--- config.mk ---
export PLATFORM = sky130hd
export DESIGN_NAME = hsiao_ecc_scrub_memory
export DESIGN_NICKNAME = d
export VERILOG_FILES = /design/src/rtl/hsiao_ecc_scrub_memory.sv
export SDC_FILE = /design/constraint.sdc
export NUM_CORES = 1
export LEC_CHECK = 0
export CAP_MARGIN = 20
export CORE_MARGIN = 2
export CORE_UTILIZATION = 45
export CTS_CLUSTER_DIAMETER = 120
export DETAILED_ROUTE_END_ITERATION = 10
export PLACE_DENSITY_LB_ADDON = 0.08
export SYNTH_ARGS = -nofsm -noshare
export SYNTH_HDL_FRONTEND = slang
export SYNTH_SLANG_ARGS = --single-unit
--- constraint.sdc ---
create_clock -name clk -period 11.9 [get_ports clk]
set_input_delay 2.38 -clock clk [delete_from_list [all_inputs] [get_ports clk]]
set_output_delay 2.38 -clock clk [all_outputs]
set_load 0.05 [all_outputs]
--- src/rtl/hsiao_ecc_scrub_memory.sv ---
// Hsiao SEC-DED protected register memory with fault injection and a
// background scrubber that rewrites words whose single-bit errors it corrects.
// Ports: clk/rst (async, active low); host write (wr_*); host read (rd_*),
// which returns corrected data one cycle later with sec/ded flags; fault
// injection (inj_*); scrub_en/scrub_busy for the scrubber; and saturating
// sec_count/ded_count event counters.
module hsiao_ecc_scrub_memory #(
  parameter  int DATA_W         = 8,
  parameter  int ADDR_W         = 4,
  parameter  int SCRUB_INTERVAL = 64,
  localparam int CHECK_W = (DATA_W <= 8) ? 5 : (DATA_W <= 16) ? 6 : 7,
  localparam int CW      = DATA_W + CHECK_W,
  localparam int BW      = $clog2(CW)
) (
  input  logic              clk,
  input  logic              rst,
  input  logic              wr_en,
  input  logic [ADDR_W-1:0] wr_addr,
  input  logic [DATA_W-1:0] wr_data,
  input  logic              rd_en,
  input  logic [ADDR_W-1:0] rd_addr,
  output logic              rd_valid,
  output logic [DATA_W-1:0] rd_data,
  output logic              rd_sec,
  output logic              rd_ded,
  input  logic              inj_en,
  input  logic              inj_two_bit,
  input  logic [ADDR_W-1:0] inj_addr,
  input  logic [BW-1:0]     inj_bit1,
  input  logic [BW-1:0]     inj_bit2,
  input  logic              scrub_en,
  output logic [15:0]       sec_count,
  output logic [15:0]       ded_count,
  output logic              scrub_busy
);

  localparam int DEPTH = 1 << ADDR_W;
  localparam logic [15:0] IVL_LAST = 16'(SCRUB_INTERVAL - 1);

  typedef logic [CHECK_W-1:0] syn_t;
  typedef logic [CW-1:0] cw_t;
  typedef logic [DATA_W-1:0][CHECK_W-1:0] hmat_t;
  typedef struct packed {
    logic [DATA_W-1:0] data;
    logic              sec;
    logic              ded;
  } dec_t;

  // Data columns: the first DATA_W weight-3 patterns in numeric order.
  // Check bits own the weight-1 columns.
  function automatic hmat_t gen_h();
    hmat_t h;
    int n;
    h = '0;
    n = 0;
    for (int v = 0; v < (1 << CHECK_W); v++) begin
      if ($countones(v) == 3 && n < DATA_W) begin
        h[n] = syn_t'(v);
        n++;
      end
    end
    return h;
  endfunction

  localparam hmat_t H = gen_h();

  function automatic syn_t parity(input logic [DATA_W-1:0] d);
    syn_t p;
    p = '0;
    for (int i = 0; i < DATA_W; i++)
      if (d[i]) p = p ^ H[i];
    return p;
  endfunction

  function automatic cw_t encode(input logic [DATA_W-1:0] d);
    return {parity(d), d};
  endfunction

  function automatic dec_t decode(input cw_t w);
    dec_t r;
    syn_t s;
    logic zero;
    logic odd;
    logic hit;
    s      = w[CW-1:DATA_W] ^ parity(w[DATA_W-1:0]);
    zero   = (s == '0);
    odd    = ^s;
    r.data = w[DATA_W-1:0];
    r.sec  = 1'b0;
    r.ded  = 1'b0;
    hit    = ($countones(s) == 1);
    unique case (1'b1)
      zero: ;
      (!zero && !odd): r.ded = 1'b1;
      odd: begin
        for (int i = 0; i < DATA_W; i++) begin
          if (s == H[i]) begin
            r.data[i] = ~r.data[i];
            hit = 1'b1;
          end
        end
        r.sec = hit;
        r.ded = !hit;
      end
    endcase
    return r;
  endfunction

  function automatic logic [15:0] sat_add(
    input logic [15:0] c,
    input logic        a,
    input logic        b
  );
    logic [16:0] s;
    s = 17'(c) + 17'(a) + 17'(b);
    return s[16] ? 16'hFFFF : s[15:0];
  endfunction

  typedef enum logic [2:0] {
    S_IDLE, S_WAIT, S_READ, S_CHECK, S_WB
  } state_t;

  cw_t               mem [DEPTH];
  cw_t               inj_mask;
  dec_t              host_dec;
  dec_t              scr_dec;
  state_t            state, state_nx;
  logic [ADDR_W-1:0] ptr, ptr_nx;
  logic [15:0]       ivl, ivl_nx;
  cw_t               scr_word, scr_nx;
  logic              wb_fire;
  logic              scr_sec;
  logic              scr_ded;
  logic              hit_ptr;

  // Out-of-range indices flip nothing; equal indices cancel.
  always_comb begin
    inj_mask = '0;
    if (32'(inj_bit1) < CW)
      inj_mask[inj_bit1] = 1'b1;
    if (inj_two_bit && 32'(inj_bit2) < CW)
      inj_mask[inj_bit2] = ~inj_mask[inj_bit2];
  end

  always_comb begin
    host_dec = decode(mem[rd_addr]);
    scr_dec  = decode(scr_word);
  end

  always_comb begin
    state_nx = state;
    ptr_nx   = ptr;
    ivl_nx   = ivl;
    scr_nx   = scr_word;
    wb_fire  = 1'b0;
    scr_sec  = 1'b0;
    scr_ded  = 1'b0;
    hit_ptr  = (wr_en && wr_addr == ptr)
            || (inj_en && inj_addr == ptr);
    if (!scrub_en) begin
      state_nx = S_IDLE;
      ivl_nx   = '0;
    end else begin
      case (state)
        S_IDLE: begin
          state_nx = S_WAIT;
          ivl_nx   = '0;
        end
        S_WAIT: begin
          if (ivl == IVL_LAST) begin
            ivl_nx   = '0;
            state_nx = S_READ;
          end else begin
            ivl_nx = ivl + 16'd1;
          end
        end
        S_READ: begin
          if (!(wr_en || inj_en)) begin
            scr_nx   = mem[ptr];
            state_nx = S_CHECK;
          end
        end
        S_CHECK: begin
          scr_sec = scr_dec.sec;
          scr_ded = scr_dec.ded;
          scr_nx  = encode(scr_dec.data);
          // A host access to the word since READ makes the copy stale.
          if (scr_dec.sec && !hit_ptr) begin
            state_nx = S_WB;
          end else begin
            state_nx = S_WAIT;
            ptr_nx   = ptr + ADDR_W'(1);
          end
        end
        S_WB: begin
          if (hit_ptr) begin
            state_nx = S_WAIT;
            ptr_nx   = ptr + ADDR_W'(1);
          end else if (!wr_en) begin
            wb_fire  = 1'b1;
            state_nx = S_WAIT;
            ptr_nx   = ptr + ADDR_W'(1);
          end
        end
        default: state_nx = S_IDLE;
      endcase
    end
  end

  always_ff @(posedge clk or negedge rst) begin
    if (!rst) begin
      state    <= S_IDLE;
      ptr      <= '0;
      ivl      <= '0;
      scr_word <= '0;
    end else begin
      state    <= state_nx;
      ptr      <= ptr_nx;
      ivl      <= ivl_nx;
      scr_word <= scr_nx;
    end
  end

  always_ff @(posedge clk or negedge rst) begin
    if (!rst) begin
      for (int a = 0; a < DEPTH; a++) mem[a] <= '0;
    end else begin
      for (int a = 0; a < DEPTH; a++) begin
        if (wr_en && wr_addr == ADDR_W'(a))
          mem[a] <= encode(wr_data);
        else if (inj_en && inj_addr == ADDR_W'(a))
          mem[a] <= mem[a] ^ inj_mask;
        else if (wb_fire && ptr == ADDR_W'(a))
          mem[a] <= scr_word;
      end
    end
  end

  always_ff @(posedge clk or negedge rst) begin
    if (!rst) begin
      rd_valid  <= 1'b0;
      rd_data   <= '0;
      rd_sec    <= 1'b0;
      rd_ded    <= 1'b0;
      sec_count <= '0;
      ded_count <= '0;
    end else begin
      rd_valid  <= rd_en;
      rd_sec    <= rd_en & host_dec.sec;
      rd_ded    <= rd_en & host_dec.ded;
      if (rd_en) rd_data <= host_dec.data;
      sec_count <= sat_add(sec_count, rd_en & host_dec.sec, scr_sec);
      ded_count <= sat_add(ded_count, rd_en & host_dec.ded, scr_ded);
    end
  end

  assign scrub_busy = (state != S_IDLE);

endmodule

# == Word level (Yosys, flattened, before mapping) ==
# Cells that the tools add are included.
# totals
mem_bits_ro,0
input_bits,35
mem_count,0
ram_bits,0
latch_bits,0
ff_bits,287
# op_classes
eq_ne,77
addsub,14
n_reduce_logical,95
bitwise,172
n_div,0
mul,0
n_lt_le_gt_ge,8
n_mux,390
shift,0
# op_table
op,n
$mux 5,202
$mux 13,55
$not 3->3,133
$mux 4,60
$xor 13x13->13,16
$bmux 13 s4,2
$eq 4x4->1 const B,24
$mux 16,4
$logic_and 1x1->1,56
$reduce_bool 3->1,17
$eq 4x3->1 const B,12
$mux 1,45
$eq 5x5->1 const B,8
$add 16x1->17,2
$add 17x1->17,2
$pmux 16 s2,1
$eq 5x4->1 const B,6
$mux 3,10
$pmux 13 s2,1
$eq 4x2->1 const B,6
$eq 4x1->1 const B,5
$mux 9,2
$not 1->1,17
$add 16x1->16 const B,1
36 further kinds,69

# == Logic depth before layout (Yosys ltp) ==
# depth
ltp_word,60
depth_mapped,28
ltp_nobuf,23

# == Worst setup path after synthesis ==
# OpenSTA, ideal clock, no wires.
# synth_path
kind,input -> register
from,in rd_addr[1]
to,reg sec_count[10]
stages,25
setup_slack_ns,3.625
t_arrival_ns,8.192
setup_ns,0.083
cell_sequence,buf_4 -> buf_4 -> buf_1 -> mux4_2 -> mux4_2 -> xnor2_1 -> xnor2_1 -> xor2_1 -> inv_1 -> fa_1 -> inv_1 -> fa_1 -> ha_1 -> nor2_1 -> nand2_1 -> a31oi_1 -> nand2b_1 -> a21boi_0 -> fa_1 -> ha_1 -> nand3_1 -> or2_2 -> or3_1 -> clkbuf_1 -> o21ai_0
# synth_via
elab_chain_cells,36
elab_cells_between_ends,48
classes_between,add/sub (6); eq/ne (9); mux (22); bitwise (10); reduce/logical (1)
# synth_lines
item,line_no,rtl
"start, declared",21,"input logic [ADDR_W-1:0] rd_addr,"
$not 4->5 (implied by the code) (*),146,host_dec = decode(mem[rd_addr]);
$bmux 13 s4 (*),146,
$mux 13 (implied by the code) (*) (2 in series),146,
$mux 3,71,if (d[i]) p = p ^ H[i];
$not 3->3 (no line),-,
$mux 4,71,
$not 3->3 (no line),-,
$mux 4 (2 in series),71,
(+11 left out),-,
$eq 4x1->1,91,hit = ($countones(s) == 1);
$mux 1 (8 in series),97,if (s == H[i]) begin
$mux 1,92,unique case (1'b1)
$mux 9 (*),92,
$and 1x1->1 (*),252,"sec_count <= sat_add(sec_count, rd_en & host_dec.sec, scr_sec);"
$add 16x1->17 (*),115,s = 17'(c) + 17'(a) + 17'(b);
$add 17x1->17 (*),115,
$mux 16 (*),116,return s[16] ? 16'hFFFF : s[15:0];
"end signal, assigned",252,
"end, declared",32,"output logic [15:0] sec_count,"
# Mark *: on every way between the ends. The rest lies on a longest branch, timed or not. The select of a mux whose other input is x is not followed.
# A chain may end at the register's enable or synchronous reset.

# == Worst setup path after layout ==
# layout_path
from,in rd_addr[1]
to,reg sec_count[3]
# Same word-level chain as after synthesis.

==> out/results.tsv <==
stage	metric	value	unit
clock_tree	path_clk_slew	0.05	ns
power	p_leak	8.35	nW
routing	viasPerCell	6.96	
run_status	status	finished clean	
global_routing	grt.overflow.total	0	
clock_tree	htree_num_levels	2	
routing	drt_iter0_markers	2521	
synthesis	syn-cell-area	0.0221	sq mm
run	cap_viol_max_count	0	
hold_path	min_from	rd_data[5]	
critical_path	end_kind	flip-flop	
die	fp-row-count	81	
critical_path	worstPathCellList	buf_2, buf_4, mux4_2, mux4_2, xnor2_1, xnor2_1, xnor2_1, inv_1, fa_1, inv_1, fa_1, ha_1, nor2_1, nand2_1, o211ai_1, nand3_1, a21boi_0, fa_1, ha_1, nand3_1, or2_2, or3_1, o21ai_0	
synthesis	post-synth-top-area-cell	dfrtp_1	
sta	hold_viol	0	
layout	layout.nets	2603	
place	dp_hpwl	58.8	mm
critical_path	crit_family	adder cells	
clock_tree	cts_buffers	38	
power	ir_drop	0.209	mV
layout	diodes	0	
critical_path	slowest_stage	buf_2	
die	die_area	0.0509	sq mm
sta	fmax	112	MHz
clock_tree	cts_buffer_depth	3	
synthesis	ys_async_sr_fraction	100	%
synthesis	synthCells	2614	
critical_path	crit_arrival	9.36	ns
global_routing	antenna_found_initial	2	
sta	clock-skew-final	0.0231	ns
routing	dr_wl_met2	38.0	mm
routing	drc	0	
global_routing	grt_usage	33.0	%
die	core	0.0487	sq mm
routing	drtAntennaViolNets	0	
routing	num_vias	22474	
routing	wl	84.3	mm
sta	setup_violations	0	
critical_path	crit_fanout	33	
routing	wl_met1	35.1	mm
layout	design_area	0.0248	sq mm
layout	drive_gt1_share	12.9	%
synthesis	synth_flop_cell	dfrtp_1	
synthesis	avgSynthCellArea	8.46	sq um
power	power_density	178	mW/mm^2
sta	timing.setup.tns	0	ns
place	place_congestion	0.920	
global_routing	grt_pass1_vias	20493	
place	placed_area	0.0234	sq mm
critical_path	rr_startpoint	mem[2]	
clock_tree	postCtsSetupBuffers	0	
sta	grt_setup_unrepaired	no	
layout	area_growth	12.1	%
clock_tree	cts_root_buf	clkbuf_16	
synthesis	seq_area_frac_synth	32.5	%
synthesis	ys_types	52	
synthesis	synth_warnings	0	
synthesis	synth_common_cells	nand2_1 (507), dfrtp_1 (287), nand3_1 (254)	
clock_tree	tritoncts	built	
place	io_buffers	78	
synthesis	ys_seq_elements	287	
sta	max_slew_margin	21.0	%
sta	worst_pin_slew	1.19	ns
sta	period_share	74.8	%
critical_path	cp-start-kind	input port	
global_routing	grt_pass1_wl	129	mm
die	die_x	226	um
critical_path	slowest_delay	0.65	ns
sta	hold_ws	0.520	ns
clock_tree	cts.sinks	287	
die	start_util	45.3	%
critical_path	worst-path-buf-inv	4	
routing	route.met3.wl	9.29	mm
critical_path	crit_required	12.36	ns
synthesis	synth-edff-count	0	
synthesis	synth_top_area_share	32.5	%
hold_path	holdCritPathClass	flip-flop to flip-flop	
clock_tree	clkLatencyLatePin	0.57	ns
synthesis	yosysMostFrequentCell	nand2_1	
die	ios	79	
routing	drt_pass1_iterations	7	
critical_path	crit_start	rd_addr[1]	
critical_path	crit_type	input port to flip-flop	
layout	fillers	4487	
clock_tree	cts-resized-gates	0	
synthesis	syn_nets	2680	
sta	maxSlewViolCount	0	
clock_tree	hold_buffers	0	
routing	wl_per_cell	26.1	um
die	die-height	226	um
layout	final_util	50.8	%
global_routing	grt_max_degree	107	
sta	period_minus_slack	8.90	ns
synthesis	yosys-top-cells-area	dfrtp_1 (32%), mux4_2 (13%), nand2_1 (8.6%)	
routing	routed.top_layer	met5	
## area by class of cell
class                   instances  area [sq um]  share of cell area, %
well taps                     664           831                   3.35
clock inverters                11           115                  0.464
inverters                      19          71.3                  0.288
clock buffers                  56          1090                   4.40
flip-flops and latches        287          7190                   29.0
multi-input cells            2033         14000                   56.6
repair buffers                158          1450                   5.86
## stage by stage
step	instances	worst slack, ns	power (mW)
2_1_floorplan	2614	3.63	2.66
3_3_place_gp	3152	2.67	3.18
3_5_place_dp	3152	2.46	3.22
4_1_cts	3219	3.03	4.38
5_1_grt	3228	2.57	4.64
6_report	3228	3.00	4.41
## cells by family after synthesis
logic type	count (synthesis)	share of synthesized area, %
buffers and inverters	294	5.12
muxes	140	13.6
and+or+nand+nor	982	19.5
xor gates and xnor gates	118	4.85
DFF	287	32.5
AOI/OAI and AO/OA	762	22.5
adders and majority gates	31	1.96
## worst paths after layout
kind                           endpoint  slack [ns]  depth (start not counted)
setup / recovery           sec_count[3]        3.00                         23
min in group asynchronous        ivl[5]        1.84                          1
max in group asynchronous       mem[31]        7.65                          3
setup reg to reg           sec_count[3]        5.29                         21
hold reg to reg              rd_data[5]        0.52                          2
hold / removal               rd_data[5]        0.52                          2
## per-layer routing
layer	global-route usage, %	vias up
met5	0	-
met4	9.31	4
met3	6.35	150
met2	50.7	1295
met1	47.6	11261
li1	-	9764
## tightest hold or removal path, stage by stage, from the launching register on
cell	delay, ns
dfrtp_1	0.34
nor2_1	0.04
a21oi_1	0.09
## placed cells by master (no fill, tap or decap), types with 5 or more instances in the layout
| master | netlist | final |
|---|---|---|
| nand2_1 | 507 | 507 |
| dfrtp_1 | 287 | 285 |
| nand3_1 | 254 | 254 |
| a21oi_1 | 237 | 228 |
| a31oi_1 | 219 | 216 |
| o221ai_1 | 208 | 208 |
| mux4_2 | 127 | 127 |
| nor2_1 | 94 | 82 |
| clkdlybuf4s50_1 | 0 | 75 |
| xnor2_1 | 74 | 73 |
| buf_4 | 4 | 72 |
| o21ai_0 | 51 | 51 |
| xor2_1 | 41 | 41 |
| clkbuf_16 | 0 | 39 |
| ha_1 | 25 | 25 |
| and3_1 | 23 | 23 |
| nand2b_1 | 21 | 21 |
| inv_1 | 19 | 19 |
| nor3_1 | 25 | 17 |
| nand4_1 | 16 | 16 |
| nor2_2 | 0 | 12 |
| o21ai_2 | 0 | 12 |
| clkbuf_1 | 249 | 12 |
| nor2b_1 | 11 | 11 |
| a22oi_1 | 10 | 10 |
| a21oi_2 | 0 | 9 |
| buf_8 | 0 | 9 |
| nor3_2 | 0 | 8 |
| mux2i_1 | 7 | 6 |
| mux2_2 | 6 | 6 |
| nor4_1 | 6 | 6 |
| nand3b_1 | 6 | 6 |
| fa_1 | 6 | 6 |
| clkinv_2 | 0 | 6 |
| o31ai_1 | 9 | 5 |
| clkbuf_8 | 0 | 5 |
## report_power, final
group / leakage, nW / internal (mW) / total, mW / switching [mW]
registers: 3.53 / 1.20 / 1.53 / 0.329
logic: 4.23 / 0.725 / 1.73 / 1.01
clock network: 0.591 / 0.678 / 1.15 / 0.477
## state kept, by name (all words and copies together), names as in the netlist
register   count
ded_count     16
ptr            4
ivl           16
rd_sec         1
rd_valid       1
rd_data        8
scr_word      13
mem          208
state          3
rd_ded         1
sec_count     16
No activity file was read; power rests on OpenSTA's default activity.
